## config.mk

```make
export PLATFORM = sky130hd
export DESIGN_NAME = nois_system_nios2_qsys_0_oci_dct_unpacker
export DESIGN_NICKNAME = d
export VERILOG_FILES = /design/src/rtl/nois_system_nios2_qsys_0_oci_dct_unpacker.sv
export SDC_FILE = /design/constraint.sdc
export NUM_CORES = 1
export LEC_CHECK = 0
export ABC_CLOCK_PERIOD_IN_PS = 3700
export BUFFER_PORTS_ARGS = -buffer_cell sky130_fd_sc_hd__buf_2
export CORE_AREA = 2 2 93 163
export DETAILED_ROUTE_END_ITERATION = 6
export DIE_AREA = 0 0 95 165
export GPL_TIMING_DRIVEN = 1
export HOLD_SLACK_MARGIN = 0.08
export PLACE_DENSITY_LB_ADDON = 0.15
export SETUP_SLACK_MARGIN = 0.5
export SYNTH_ARGS = -nofsm -noshare
export SYNTH_HDL_FRONTEND = slang
export SYNTH_SLANG_ARGS = --single-unit
```

## constraint.sdc

```tcl
create_clock -name clk -period 3.7 [get_ports clk]
set_clock_uncertainty 0.1 [all_clocks]
set_input_delay 0 -clock clk [delete_from_list [all_inputs] [get_ports clk]]
set_output_delay 0 -clock clk [all_outputs]
set_load 0.005 [all_outputs]
```

## src/rtl/nois_system_nios2_qsys_0_oci_dct_unpacker.sv

```systemverilog
// Reader end of the OCI trace DCT buffer: unpacks up to 15 two-bit codes per
// word onto a valid/ready stream, oldest first, and tracks test termination.
module nois_system_nios2_qsys_0_oci_dct_unpacker #(
    parameter int unsigned CNT_W = 16
) (
    input  logic             clk,
    input  logic             reset_n,
    input  logic             in_valid,
    output logic             in_ready,
    input  logic [29:0]      dct_buffer,
    input  logic [3:0]       dct_count,
    input  logic             test_ending,
    input  logic             test_has_ended,
    output logic             out_valid,
    input  logic             out_ready,
    output logic [1:0]       out_code,
    output logic             out_last,
    output logic             drained,
    output logic             aborted,
    output logic [CNT_W-1:0] words_accepted,
    output logic [CNT_W-1:0] codes_emitted,
    output logic [CNT_W-1:0] empty_words
);

    localparam int unsigned BUF_W  = 30;
    localparam int unsigned CODE_W = 2;
    localparam int unsigned DCNT_W = 4;
    localparam int unsigned SH_W   = 5;

    typedef enum logic [1:0] {
        ST_IDLE   = 2'd0,
        ST_UNPACK = 2'd1,
        ST_DONE   = 2'd2
    } state_t;

    state_t              state, state_nxt;
    logic [BUF_W-1:0]    shreg, shreg_nxt;
    logic [DCNT_W-1:0]   remaining, rem_nxt;
    logic                end_req, end_req_nxt;
    logic [CNT_W-1:0]    wa_nxt, ce_nxt, ew_nxt;
    logic                drained_nxt, aborted_nxt;
    logic                out_valid_nxt, out_last_nxt, in_ready_nxt;
    logic [CODE_W-1:0]   out_code_nxt;
    logic [SH_W-1:0]     shamt;
    logic                accept;

    function automatic logic [CNT_W-1:0] sat_inc(input logic [CNT_W-1:0] v);
        return (&v) ? v : v + CNT_W'(1);
    endfunction

    // State and registered outputs
    always_ff @(posedge clk or negedge reset_n) begin
        if (!reset_n) begin
            state          <= ST_IDLE;
            shreg          <= '0;
            remaining      <= '0;
            end_req        <= 1'b0;
            words_accepted <= '0;
            codes_emitted  <= '0;
            empty_words    <= '0;
            drained        <= 1'b0;
            aborted        <= 1'b0;
            out_valid      <= 1'b0;
            out_code       <= '0;
            out_last       <= 1'b0;
            in_ready       <= 1'b0;
        end else begin
            state          <= state_nxt;
            shreg          <= shreg_nxt;
            remaining      <= rem_nxt;
            end_req        <= end_req_nxt;
            words_accepted <= wa_nxt;
            codes_emitted  <= ce_nxt;
            empty_words    <= ew_nxt;
            drained        <= drained_nxt;
            aborted        <= aborted_nxt;
            out_valid      <= out_valid_nxt;
            out_code       <= out_code_nxt;
            out_last       <= out_last_nxt;
            in_ready       <= in_ready_nxt;
        end
    end

    // Next state; outputs are precomputed from the next state so they stay registered
    always_comb begin
        state_nxt   = state;
        shreg_nxt   = shreg;
        rem_nxt     = remaining;
        end_req_nxt = end_req | test_ending;
        wa_nxt      = words_accepted;
        ce_nxt      = codes_emitted;
        ew_nxt      = empty_words;
        aborted_nxt = aborted;
        shamt       = SH_W'(BUF_W) - {dct_count, 1'b0};
        accept      = (state == ST_IDLE) && in_ready && in_valid;

        case (state)
            ST_IDLE: begin
                if (accept) begin
                    wa_nxt = sat_inc(words_accepted);
                    if (dct_count == '0) begin
                        ew_nxt = sat_inc(empty_words);
                    end else begin
                        shreg_nxt = dct_buffer >> shamt;
                        rem_nxt   = dct_count;
                        state_nxt = ST_UNPACK;
                    end
                end else if (end_req) begin
                    state_nxt = ST_DONE;
                end
            end
            ST_UNPACK: begin
                if (out_ready) begin
                    shreg_nxt = shreg >> CODE_W;
                    rem_nxt   = remaining - DCNT_W'(1);
                    ce_nxt    = sat_inc(codes_emitted);
                    if (remaining == DCNT_W'(1)) begin
                        state_nxt = (end_req | test_ending) ? ST_DONE : ST_IDLE;
                    end
                end
            end
            default: ;
        endcase

        // Abort discards pending codes and suppresses this edge's handshakes
        if (test_has_ended) begin
            state_nxt   = ST_DONE;
            shreg_nxt   = shreg;
            rem_nxt     = remaining;
            wa_nxt      = words_accepted;
            ce_nxt      = codes_emitted;
            ew_nxt      = empty_words;
            aborted_nxt = aborted | (state == ST_UNPACK);
        end

        out_valid_nxt = (state_nxt == ST_UNPACK);
        out_code_nxt  = out_valid_nxt ? shreg_nxt[CODE_W-1:0] : '0;
        out_last_nxt  = out_valid_nxt && (rem_nxt == DCNT_W'(1));
        in_ready_nxt  = (state_nxt == ST_IDLE) && !end_req_nxt;
        drained_nxt   = drained | (state_nxt == ST_DONE);
    end

endmodule

```

# Yosys cells after proc, flatten, opt, wreduce, memory -nomap -nowiden
# Cells that the tools add are included.
# totals
regBits,92
latchBits,0
mem_bits_rw,0
romBits,0
input_bits,40
output_inout_bits,55
elab_cells,70
memories,0
# classes
n_addsub,5
n_mul,0
div_mod_pow,0
n_lt_le_gt_ge,0
eq_ne,8
n_shift,1
muxes,19
n_bitwise,7
n_reduce_logical,16
# ops
cell,n
two-way mux 30 bit,3
case mux 30 bit (2 select lines),1
"adder 16 x 1 -> 16 bit, second input constant",3
AND reduction 16 bit,3
right shift 30 x 5 -> 30 bit,1
two-way mux 2 bit,9
two-way mux 4 bit,4
AND reduction 5 bit,2
"== test 4 x 1 -> 1 bit, second input constant",2
case mux 4 bit (2 select lines),1
AND reduction 4 bit,2
"inequality test 2 bit, second input constant",3
"subtractor 5 bit, first input constant",1
"== test 2 x 1 -> 1 bit, second input constant",2
logical AND 1 bit,4
logical NOT 2 bit,2
logical NOT 4 bit,1
inverter 1 bit,4
case mux 2 bit (2 select lines),1
"subtractor 4 x 1 -> 4 bit, second input constant",1
OR 1 bit,3
"== test 2 bit, second input constant",1
nonzero test 2 bit,1
logical NOT 1 bit,1

# Depth between registers and ports, before layout
# depth
depth_word,8
ltp_mapped,8
ltp_nobuf,7

# Worst setup path before layout
# Ideal clock, no wire load.
# synth_timing
kind,reg2reg
startpoint,register state[1]
endpoint,register shreg[2]
setup_ns,0.129
t_arrival_ns,1.692
required_ns,3.471
path_slack_ns,1.780
path_stages_with_launch,9
n_path_buf,3
period_less_slack_ns,1.920
cell_sequence,dfrtp_1 > buf_2 > nand4bb_1 > buf_2 > o21ai_1 > nand2_1 > buf_2 > a221oi_1 > a21oi_1
# synth_between
elab_chain_len,5
word_cells_on_any_way,10
classes_between,4 x eq/ne; 1 x mux; 5 x reduce/logical
# synth_rtl
element,line_no,text
from (decl),36,"state_t state, state_nxt;"
from (signal assigned),68,state <= state_nxt;
logical NOT 2 bit,"95, 97",
logical AND 1 bit (2 in series),95,accept = (state == ST_IDLE) && in_ready && in_valid;
inequality test 2 bit (no line),--,
AND reduction 5 bit (no line),--,
to (signal assigned),69,shreg <= shreg_nxt;
to (decl),37,"logic [BUF_W-1:0] shreg, shreg_nxt;"
# Several ways; a longest one is shown, not always the timed one.
# A chain may end at the register's enable or synchronous reset.

# Worst setup path in the final report
# layout_timing
startpoint,register state[0]
endpoint,register shreg[2]
# The elaborated chain is that of the path after synthesis.

==> qor.csv <==
stage,metric,value,unit
outcome,outcome,completed,
placement,place_hpwl,10500,um
layout,area_delta_synth_final,18.8,%
route,drt-initial-drc-count,244,
synth,avgSynthCellArea,10.3,um2
die,die_x,95,um
synth,syn_area,0.00537,mm2
route,drc,0,
setup_path,arrival,2560,ps
clock_network,cts-root-buf,clkbuf_16,
timing,min_period,2440,ps
setup_path,crit_type,flop to flop,
timing,rsz0062_at_grt,false,
timing,tightestPinTransition,923,ps
timing,slew_violations,0,
die,die_area,0.0157,mm2
run,maxCapViolCount,0,
layout,n_antenna_cell,0,
synth,synth-edff-count,0,
power_and_ir_drop,power,2230,uW
timing,max_freq,0.411,GHz
clock_network,clk_pin_slew,60,ps
power_and_ir_drop,leakagePower,0.00297,uW
layout,fin_nets,659,
clock_network,cts_hold_buf,8,
layout,regArea,0.00230,mm2
route,routedWlPerCell,17.2,um
placement,place_congestion,0.857,
setup_path,cp.required,3820,ps
placement,portBuffers,94,
clock_network,clk_latency,340,ps
layout,multi_input_area,0.00288,mm2
timing,finalWorstSetupSlack,1260,ps
placement,dpl_cell_area,0.00597,mm2
layout,final_area,0.00638,mm2
global_route,grt_overflow,0,
timing,setup_viol,0,
worst_hold_path,worstHoldPathType,primary input to flop,
route,drt.antenna.violating_nets,0,
die,io_pins,95,
route,vias,4407,
timing,tns,0,ps
synth,syn_inst,524,
clock_network,cts_tree,built,
route,wirelength,13700,um
setup_path,crit_path_start_kind,flop,
synth,synth_seq_area_share,0.428,
global_route,antenna_found_initial,0,
layout,drive_gt1_frac,0.257,
synth,synth-seq-cells,92,
synth,synthArstFlopShare,1.00,
route,first_pass_iters,6,
setup_path,crit_fanout,25,
clock_network,cts_buffer_depth,2,
die,die_y,165,um
synth,synth_nets,569,
timing,maxSlewHeadroom,0.385,
die,initial_utilization,0.376,
timing,hold_violations,0,
power_and_ir_drop,p_per_area,350,mW/mm2
global_route,grt_max_degree,76,
die,fp-row-count,58,
clock_network,cts_setup_buffers,0,
clock_network,cts_made_buffers,9,
synth,synth_ff_type,dfrtp_1,
die,core-area,0.0143,mm2
clock_network,h-tree-depth,3,
synth,yosysUniqueCellTypes,63,
clock_network,cts_resized,0,
power_and_ir_drop,ir_worst_vdd,0.000248,V
clock_network,cts_num_sinks,92,
global_route,grt_pass1_wl,22900,um
synth,yosys_warnings,0,
global_route,grt_pass1_vias,4575,
route,viasPerCell,5.52,
global_route,grt_use_total,0.187,
timing,finalCritPeriodShare,0.658,
layout,fillers,1389,
placement,dp_slack,1260,ps
setup_path,cp-end-kind,flop,
## cell families (layout without fill, tap and decap cells)
kind of cell | count (synthesis) | after routing | share of synthesized area
XOR/XNOR | 45 | 45 | 0.0733
flip-flops | 92 | 92 | 0.428
multiplexers | 44 | 44 | 0.131
buffers and inverters | 43 | 137 | 0.0363
AO/OA/AOI/OAI | 103 | 103 | 0.137
AND/OR/NAND/NOR | 192 | 192 | 0.183
adder cells (fa/ha/maj) | 5 | 5 | 0.0116
## area by class of cell
| type | instances | area share |
|---|---|---|
| tap | 180 | 0.0353 |
| clock buffer | 11 | 0.0365 |
| clock inverter | 4 | 0.0155 |
| multi-input combinational | 389 | 0.451 |
| timing repair buffer | 107 | 0.0925 |
| sequential | 92 | 0.361 |
| inverter | 15 | 0.00882 |
## path summary, 6_finish.rpt
kind / start / endpoint / slack [ps] / depth (start not counted)
min in group asynchronous: reset_n / empty_words[0] / 240 / 2
hold / removal: out_ready / in_ready / 100 / 5
hold reg to reg: aborted / aborted / 370 / 1
setup / recovery: state[0] / shreg[2] / 1260 / 6
setup reg to reg: state[0] / shreg[2] / 1260 / 6
max in group asynchronous: reset_n / shreg[16] / 2460 / 3
## cells in the mapped netlist, types with 9 or more instances
cell type,n,area (um2)
and3_1,9,56.3
xor2_1,16,140
clkbuf_1,9,33.8
nand3_1,30,150
mux2_2,9,101
nand2_1,61,229
buf_2,11,55.1
mux4_2,20,450
nor3_1,9,45.0
mux2i_1,15,150
dfrtp_1,92,2300
o21ai_0,14,70.1
a21oi_1,22,110
a22oi_1,10,75.1
nor2_1,43,161
nand4_1,11,68.8
a221oi_1,10,87.6
inv_1,14,52.6
xnor2_1,29,254
## layer usage
metal  part of all wire  vias to the layer above  track usage
met5                  0                        -            0
met4              0.030                        0       0.0823
met3              0.044                       22       0.0342
met2               0.54                      131        0.336
met1               0.39                     2151        0.212
li1                   -                     2103            -
## cells in the final DEF, fill, tap and decap left out, drive strengths merged, types with 4 or more instances in the layout
| cell | count |
|---|---|
| nand2 | 61 |
| mux2i | 15 |
| dfrtp | 92 |
| a22oi | 10 |
| xor2 | 16 |
| nand3 | 30 |
| mux4 | 20 |
| a31oi | 4 |
| buf | 99 |
| o21ai | 15 |
| mux2 | 9 |
| o22ai | 7 |
| ha | 5 |
| dlygate4sd3 | 8 |
| clkbuf | 11 |
| nor2 | 44 |
| a221oi | 10 |
| o211ai | 5 |
| nand4 | 11 |
| and3 | 9 |
| a21oi | 23 |
| xnor2 | 29 |
| nor3 | 12 |
| a211oi | 4 |
| inv | 14 |
## sequential cells by signal (all words and copies together), names as in the netlist
register,count
aborted,1
codes_emitted,16
drained,1
empty_words,16
end_req,1
in_ready,1
out_code,2
out_last,1
out_valid,1
remaining,4
shreg,30
state,2
words_accepted,16
## critical path, cell delays in order, from the launching register on
cell and delay, ps:
dfrtp_1 510, nand4bb_1 270, o21ai_1 210, nand2_1 510
buf_4 390, a221oi_1 230, a21oi_1 100
## where the power goes
| part | switching (uW) | total, uW | internal [uW] |
|---|---|---|---|
| Combinational | 110 | 192 | 82.4 |
| Clock | 375 | 1030 | 658 |
| Sequential | 0.234 | 1010 | 1010 |
## stage by stage
step | utilization | std cells | hold slack [ps]
after floorplan | - | 524 | -396
after global placement | 0.418 | 775 | 109
after detailed placement | 0.418 | 775 | 107
after CTS | 0.446 | 798 | 95.6
after global routing | 0.446 | 798 | 128
final | 0.446 | 798 | 105
Power figures use the tool's default switching activity.
